File: src/rtl/clock_switch_ctrl.sv
// clock_switch_ctrl: drives ClkSel of a glitch-free clock mux (drain, switch, settle, heartbeat verify).
// Build option: define CLKSW_AUTO_REVERT_EN to restore the previous source when verification times out.
module clock_switch_ctrl #(
  parameter logic RESET_SEL      = 1'b0,
  parameter int   SETTLE_CYCLES  = 16,
  parameter int   VERIFY_EDGES   = 4,
  parameter int   TIMEOUT_CYCLES = 1024
) (
  input  logic Clk,
  input  logic nReset,
  input  logic ReqValid,
  input  logic ReqSel,
  output logic ReqReady,
  input  logic Busy,
  input  logic Heartbeat,
  output logic ClkSel,
  output logic CurSel,
  output logic Switching,
  output logic Done,
  output logic Error,
  input  logic ErrorClr
);

  localparam int SW = $clog2(SETTLE_CYCLES + 1);
  localparam int EW = $clog2(VERIFY_EDGES + 1);
  localparam int TW = $clog2(TIMEOUT_CYCLES + 1);

  localparam logic [SW-1:0] SETTLE_INIT  = SW'(SETTLE_CYCLES);
  localparam logic [SW-1:0] SETTLE_ONE   = SW'(1);
  localparam logic [EW-1:0] EDGE_ONE     = EW'(1);
  localparam logic [EW-1:0] EDGE_LAST    = EW'(VERIFY_EDGES - 1);
  localparam logic [TW-1:0] TIMEOUT_ONE  = TW'(1);
  localparam logic [TW-1:0] TIMEOUT_LAST = TW'(TIMEOUT_CYCLES - 1);

  typedef enum logic [2:0] {
    S_IDLE   = 3'd0,
    S_DRAIN  = 3'd1,
    S_SWITCH = 3'd2,
    S_VERIFY = 3'd3
`ifdef CLKSW_AUTO_REVERT_EN
    , S_REVERT = 3'd4
`endif
  } state_t;

  state_t        state_q, state_d;
  logic          clk_sel_q, clk_sel_d;
  logic          cur_sel_q, cur_sel_d;
  logic          target_q, target_d;
  logic          req_ready_q, req_ready_d;
  logic          switching_q, switching_d;
  logic          done_q, done_d;
  logic          error_q, error_d;
  logic [SW-1:0] settle_q, settle_d;
  logic [EW-1:0] edge_cnt_q, edge_cnt_d;
  logic [TW-1:0] timeout_q, timeout_d;
  logic [1:0]    hb_sync_q, hb_sync_d;
  logic          hb_prev_q, hb_prev_d;
  logic          hb_edge;

  // Either polarity of the synchronized heartbeat counts as one edge.
  assign hb_edge = hb_sync_q[1] ^ hb_prev_q;

  always_comb begin
    state_d    = state_q;
    clk_sel_d  = clk_sel_q;
    cur_sel_d  = cur_sel_q;
    target_d   = target_q;
    settle_d   = settle_q;
    edge_cnt_d = edge_cnt_q;
    timeout_d  = timeout_q;
    done_d     = 1'b0;
    error_d    = error_q & ~ErrorClr;
    hb_sync_d  = {hb_sync_q[0], Heartbeat};
    hb_prev_d  = hb_sync_q[1];

    case (state_q)
      S_IDLE: begin
        if (ReqValid && req_ready_q) begin
          target_d = ReqSel;
          if (ReqSel == cur_sel_q) done_d = 1'b1;
          else                     state_d = S_DRAIN;
        end
      end
      S_DRAIN: begin
        if (!Busy) begin
          clk_sel_d = target_q;
          settle_d  = SETTLE_INIT;
          state_d   = S_SWITCH;
        end
      end
      S_SWITCH: begin
        settle_d = settle_q - SETTLE_ONE;
        if (settle_q == SETTLE_ONE) begin
          edge_cnt_d = '0;
          timeout_d  = '0;
          state_d    = S_VERIFY;
        end
      end
      S_VERIFY: begin
        timeout_d = timeout_q + TIMEOUT_ONE;
        if (hb_edge) edge_cnt_d = edge_cnt_q + EDGE_ONE;
        // A final edge arriving on the timeout cycle still counts as success.
        if (hb_edge && (edge_cnt_q == EDGE_LAST)) begin
          cur_sel_d = target_q;
          done_d    = 1'b1;
          state_d   = S_IDLE;
        end else if (timeout_q == TIMEOUT_LAST) begin
          error_d = 1'b1;
`ifdef CLKSW_AUTO_REVERT_EN
          clk_sel_d = cur_sel_q;
          settle_d  = SETTLE_INIT;
          state_d   = S_REVERT;
`else
          cur_sel_d = target_q;
          state_d   = S_IDLE;
`endif
        end
      end
`ifdef CLKSW_AUTO_REVERT_EN
      S_REVERT: begin
        settle_d = settle_q - SETTLE_ONE;
        if (settle_q == SETTLE_ONE) state_d = S_IDLE;
      end
`endif
      default: state_d = S_IDLE;
    endcase

    req_ready_d = (state_d == S_IDLE);
    switching_d = (state_d != S_IDLE);
  end

  always_ff @(posedge Clk) begin
    if (!nReset) begin
      state_q     <= S_IDLE;
      clk_sel_q   <= RESET_SEL;
      cur_sel_q   <= RESET_SEL;
      target_q    <= RESET_SEL;
      req_ready_q <= 1'b1;
      switching_q <= 1'b0;
      done_q      <= 1'b0;
      error_q     <= 1'b0;
      settle_q    <= '0;
      edge_cnt_q  <= '0;
      timeout_q   <= '0;
      hb_sync_q   <= '0;
      hb_prev_q   <= 1'b0;
    end else begin
      state_q     <= state_d;
      clk_sel_q   <= clk_sel_d;
      cur_sel_q   <= cur_sel_d;
      target_q    <= target_d;
      req_ready_q <= req_ready_d;
      switching_q <= switching_d;
      done_q      <= done_d;
      error_q     <= error_d;
      settle_q    <= settle_d;
      edge_cnt_q  <= edge_cnt_d;
      timeout_q   <= timeout_d;
      hb_sync_q   <= hb_sync_d;
      hb_prev_q   <= hb_prev_d;
    end
  end

  assign ReqReady  = req_ready_q;
  assign ClkSel    = clk_sel_q;
  assign CurSel    = cur_sel_q;
  assign Switching = switching_q;
  assign Done      = done_q;
  assign Error     = error_q;

endmodule
File: config.mk
export PLATFORM = sky130hd
export DESIGN_NAME = clock_switch_ctrl
export DESIGN_NICKNAME = d
export VERILOG_FILES = /design/src/rtl/clock_switch_ctrl.sv
export SDC_FILE = /design/constraint.sdc
export NUM_CORES = 1
export LEC_CHECK = 0
export BUFFER_PORTS_ARGS = -buffer_cell sky130_fd_sc_hd__buf_4
export CAP_MARGIN = 5
export CORE_ASPECT_RATIO = 0.6
export CORE_MARGIN = 8
export CORE_UTILIZATION = 25
export CTS_CLUSTER_DIAMETER = 120
export DETAILED_ROUTE_END_ITERATION = 6
export PLACE_DENSITY = 0.46
export SYNTH_ARGS = -nofsm -noshare
export SYNTH_HDL_FRONTEND = slang
export SYNTH_SLANG_ARGS = --single-unit
File: constraint.sdc
create_clock -name Clk -period 5 [get_ports Clk]
set_clock_uncertainty 0.15 [all_clocks]
set_input_delay 0.5 -clock Clk [delete_from_list [all_inputs] [get_ports Clk]]
set_output_delay 0.5 -clock Clk [all_outputs]
set_load 0.03 [all_outputs]
**Word level (Yosys, flattened, before mapping)**

Index checks and enable logic that the tools add are counted.

- $add $sub $neg: 3
- Eq/ne operators: 10
- Multiplexer cells: 23
- Bitwise operators: 4
- Reduce and logical (&&, ||, !) cells: 14

Operators with widths:

| kind | number |
|---|---|
| two-way mux 3 bit | 8 |
| one-hot mux 11 bit (2 select lines) | 1 |
| one-hot mux 3 bit (4 select lines) | 1 |
| adder 11 x 1 -> 11 bit (second input constant) | 1 |
| equality test 11 x 10 -> 1 bit (second input constant) | 1 |
| two-way mux 11 bit | 1 |
| one-hot mux 5 bit (2 select lines) | 1 |
| AND reduction 2 bit | 5 |
| equality test 3 x 2 -> 1 bit (second input constant) | 3 |
| two-way mux 1 bit | 8 |
| logical NOT 3 bit | 2 |
| != test 2 bit (second input constant) | 3 |
| one-hot mux 3 bit (2 select lines) | 1 |
| nonzero test 2 bit | 3 |
| equality test 5 x 1 -> 1 bit (second input constant) | 1 |
| two-way mux 5 bit | 1 |
| subtractor 5 x 1 -> 5 bit (second input constant) | 1 |
| adder 3 x 1 -> 3 bit (second input constant) | 1 |
| equality test 3 x 1 -> 1 bit (second input constant) | 1 |
| AND reduction 3 bit | 1 |
| nonzero test 3 bit | 1 |
| logical AND 1 bit | 2 |
| inverter 1 bit | 2 |
| one-hot mux 1 bit (2 select lines) | 1 |
| other kinds (3) | 3 |

- Bits in registers: 32
- Input port bits: 7
- Output and inout port bits: 6
- Word-level logic and storage cells: 67

**Longest topological paths before layout**

- Word-level depth: 5
- Depth in mapped cells: 6
- Mapped depth without buffers: 6

**Least setup slack after synthesis**

Ideal clock, no wire load.

- Kind: register to register
- From: register settle_q[0]
- To: register timeout_q[6]
- Setup time: 0.071 ns
- Arrival time: 1.470 ns
- Data required time: 4.779 ns
- Slack: 3.310 ns
- Stages on the path, launching flop included: 6
- Buffers on the path: 0
- Period minus slack after synthesis: 1.690 ns
- Path through: dfxtp_1 > ha_1 > nor4b_4 > o211ai_2 > or3_1 > a21oi_1

- Word-level cells in the longest chain between the ends: 3

RTL lines:

| element | RTL line | text |
|---|---|---|
| from (decl) | 53 | `logic [SW-1:0] settle_q, settle_d;` |
| from (signal assigned) | 156 | `settle_q <= settle_d;` |
| equality test 5 x 1 -> 1 bit | 93 | `if (settle_q == SETTLE_ONE) begin` |
| != test 2 bit (no source line) | - |  |
| AND reduction 2 bit (no source line) | - |  |
| to (signal assigned) | 158 | `timeout_q <= timeout_d;` |
| to (decl) | 55 | `logic [TW-1:0] timeout_q, timeout_d;` |

No other way between the ends.
A chain may end at the register's enable or synchronous reset.

**Worst setup path in the final report**

- From: register state_q[0]
- To: register req_ready_q (netlist: ReqReady)

- Word-level cells in the longest chain between the ends: 4
- Elaborated cells between the ends (all ways): 12
- Those cells by class: eq/ne: 3; mux: 7; reduce/logical: 2

RTL lines:

| element | RTL line | text |
|---|---|---|
| from (decl) | 45 | `state_t state_q, state_d;` |
| from (signal assigned) | 148 | `state_q <= state_d;` |
| two-way mux 3 bit, on equally long branches | 107, 80 |  |
| two-way mux 3 bit, on equally long branches | 103, 78 |  |
| one-hot mux 3 bit (4 select lines) (*) | 76 | `case (state_q)` |
| logical NOT 3 bit (*) | 128 | `req_ready_d = (state_d == S_IDLE);` |
| to (signal assigned) | 152 | `req_ready_q <= req_ready_d;` |
| to (decl) | 49 | `logic req_ready_q, req_ready_d;` |

Every way passes the cells marked *; elsewhere a longest branch is shown, timed or not.

==> flow_summary_export.csv <==
group,metric,value,unit
status,status,"finished, final reports clean",
cells_and_area,drive_above_1_share,12.2,%
logic_synthesis,syn_inst,167,
logic_synthesis,yosysSeqAreaShare,42.2,%
timing,period_needed,2030,ps
timing,finalHoldViolCount,0,
route,drt-vias-per-instance,4.61,
global_route,grt_max_degree,23,
logic_synthesis,yosys.area_share.adder,4.12,%
critical_path,cp-start-kind,"flop",
global_route,grtUsageTotal,8.27,%
clock_tree,clock_latency,280,ps
global_route,overflow,0,
critical_path,required,5030,ps
route,vias,1221,
timing,drv_slew,0,
logic_synthesis,synth_top_family_by_area,"simple AND/OR/NAND/NOR gates",
global_route,grt_pass1_wl,5790,um
pwr,power_frac_clock,40.2,%
cells_and_area,nets,193,
route,routed_wl,3340,um
logic_synthesis,synth.area.mux_share,2.64,%
route,post-route-drc-count,0,
clock_tree,cts_max_path_buffers,2,
logic_synthesis,yosysWarnings,0,
die,num_rows,22,
clock_tree,cts_inserted_buffers,5,
pwr,power_frac_seq,55.9,%
clock_tree,cts_tree,"built",
logic_synthesis,yosys.area_share.simple,28.0,%
route,wl_per_cell,12.6,um
pwr,ir_drop,0.128,mV
timing,rsz0062_at_grt,"false",
timing,post-route-period-util,40.6,%
route,drt-pass1-iter-count,4,
die,die_width,117,um
placement,placedCellCount,258,
logic_synthesis,avgSynthCellArea,9.09,um2
cells_and_area,fill_cells,665,
job,max-cap-violations,0,
clock_tree,cts_resized,0,
die,die_h,76.4,um
critical_path,endpoint_kind,"flop",
global_route,grt_pass1_vias,1187,
clock_tree,cts_hold_buffers,0,
critical_path,path_max_fanout,14,
placement,io_buffers,12,
cells_and_area,area_growth_syn_to_layout,16.6,%
logic_synthesis,synth-main-ff-cell,"dfxtp_1",
clock_tree,cts-root-buf,"clkbuf_8",
global_route,antenna_found_initial,0,
clock_tree,cts_max_level,2,
logic_synthesis,syn_nets,179,
timing,worst_slew_pin_slew,564,ps
clock_tree,numClockSinks,32,
placement,dp_slack,3000,ps
die,core-area,6000,um2
hold_path,hold_path.class,"in -> reg",
pwr,p_comb_share,3.9,%
logic_synthesis,synth_compound_gate_area_share,16.7,%
route,drtIter0Drc,94,
logic_synthesis,yosysUniqueCellTypes,45,
pwr,p_leak,0.664,nW
cells_and_area,finalNonFillerCells,265,
logic_synthesis,synth_seq_cells,32,
logic_synthesis,syn_area,1520,um2
placement,dp_hpwl,2410,um
pwr,switching_share,22.5,%
pwr,internal_power,0.000361,W
pwr,switching_power,0.000105,W
critical_path,critPathKind,"reg -> reg",
timing,relSlewSlack,62.1,%
placement,place.gp.congestion,0.686,
die,initial_core_util,25.3,%
timing,fmax,0.492,GHz
timing,finalSetupViolCount,0,
cells_and_area,antenna-diode-count,0,
logic_synthesis,synth_xor_area_share,3.46,%
route,ant_nets,0,
timing,worst_slack,2970,ps
die,pin_count,13,
pwr,p_per_area,263,nW/um2
logic_synthesis,synth_edf_count,0,
clock_tree,clk_pin_slew,70,ps
die,die_area,8900,um2
critical_path,cp.arrival,2060,ps
logic_synthesis,async_reset_ff_share,0,%
clock_tree,post-cts-setup-buffers,0,
timing,fin_setup_tns,0,ps
[power groups by stage]
stage	registers (W)	logic (W)	clock network, W
global placement	0.000266	0.0000183	0
finish	0.000260	0.0000180	0.000187
floorplan	0.000266	0.0000106	0
global route	0.000260	0.0000199	0.000208
detailed placement	0.000266	0.0000180	0
CTS	0.000260	0.0000183	0.000195
[cells in the final DEF (no fill, tap or decap), drive strengths merged, types with 2 or more instances in the layout]
| master | netlist | routed |
|---|---|---|
| xor2 | 5 | 5 |
| nand3 | 4 | 4 |
| o21ai | 9 | 9 |
| mux2i | 4 | 4 |
| nor2b | 10 | 10 |
| dfxtp | 32 | 32 |
| a31oi | 2 | 2 |
| and2 | 6 | 6 |
| nor4 | 4 | 4 |
| a21boi | 2 | 2 |
| buf | 2 | 12 |
| a22oi | 4 | 4 |
| ha | 5 | 5 |
| nand4 | 2 | 2 |
| clkbuf | 3 | 6 |
| a21oi | 9 | 9 |
| and4 | 2 | 2 |
| nand2b | 2 | 2 |
| nor3b | 2 | 2 |
| o211ai | 3 | 3 |
| nand2 | 15 | 15 |
| inv | 5 | 5 |
| or3 | 6 | 6 |
| nor4b | 3 | 3 |
| and3 | 3 | 3 |
| o211a | 2 | 2 |
| nor2 | 8 | 8 |
[synthesized netlist by cell type (all sizes together) (2+ instances only)]
cell type  instances  share of area (%)
a21boi             2               0.99
a21oi              9                3.0
a22oi              4                2.0
a31oi              2               0.82
and2               6                2.5
and3               3                1.2
and4               2                1.2
buf                2               0.58
clkbuf             3               0.82
dfxtp             32                 42
ha                 5                4.1
inv                5                1.2
mux2i              4                2.6
nand2             15                3.7
nand2b             2               0.82
nand3              4                1.3
nand4              2               0.82
nor2               8                2.0
nor2b             10                4.1
nor3b              2                1.3
nor4               4                1.6
nor4b              3                2.7
o211a              2                1.3
o211ai             3                1.8
o21ai              9                3.0
or3                6                2.5
xor2               5                2.9
[kinds of logic after synthesis]
logic type                 count (synthesis)
xor gates and xnor gates                   6
buffers and inverters                     10
DFF                                       32
muxes                                      4
AOI/OAI and AO/OA                         38
adders and majority gates                  5
and+or+nand+nor                           71
other                                      1
[final cells by class]
type | instances | area, um2 | area share, %
flip-flops and latches | 32 | 641 | 36.2
clock buffers | 6 | 72.6 | 4.10
well taps | 84 | 105 | 5.94
multi-input cells | 125 | 837 | 47.3
inverters | 5 | 18.8 | 1.06
repair buffers | 12 | 90.1 | 5.09
clock inverters | 1 | 5.00 | 0.283
[metrics by stage]
stage	area [um2]	power (W)	hold WS [ps]	utilization [%]
after floorplan	1520	0.000276	262	-
after global placement	1690	0.000284	268	28.2
after detailed placement	1690	0.000284	279	28.2
after CTS	1770	0.000474	264	29.5
after global routing	1770	0.000489	273	29.5
final	1770	0.000465	274	29.5
[layer usage]
layer	wire length, um	vias up	track usage (%)
li1	-	625	-
met4	34	0	3.18
met2	1320	28	11.0
met3	183	6	3.56
met5	0	-	0
met1	1800	562	11.3
[sequential cells by signal, summed over array words and instances, names as in the netlist, 2 cells and up]
signal / flops
hb_sync_q: 2
timeout_q: 11
edge_cnt_q: 3
state_q: 3
settle_q: 5
[path summary, 6_finish.rpt]
| path | slack [ps] | cells after the start | endpoint | startpoint |
|---|---|---|---|---|
| setup / recovery | 2970 | 4 | ReqReady | state_q[0] |
| hold / removal | 270 | 2 | hb_sync_q[0] | Heartbeat |
| hold reg to reg | 290 | 1 | hb_sync_q[1] | hb_sync_q[0] |
| setup reg to reg | 2970 | 4 | ReqReady | state_q[0] |
[worst max-delay path, cell delays in order (launching register included)]
cell and delay [ps]:
dfxtp_1 600, or3b_1 390, a21oi_1 400, a31oi_1 160, o21a_1 220
No activity file was read; power rests on OpenSTA's default activity.
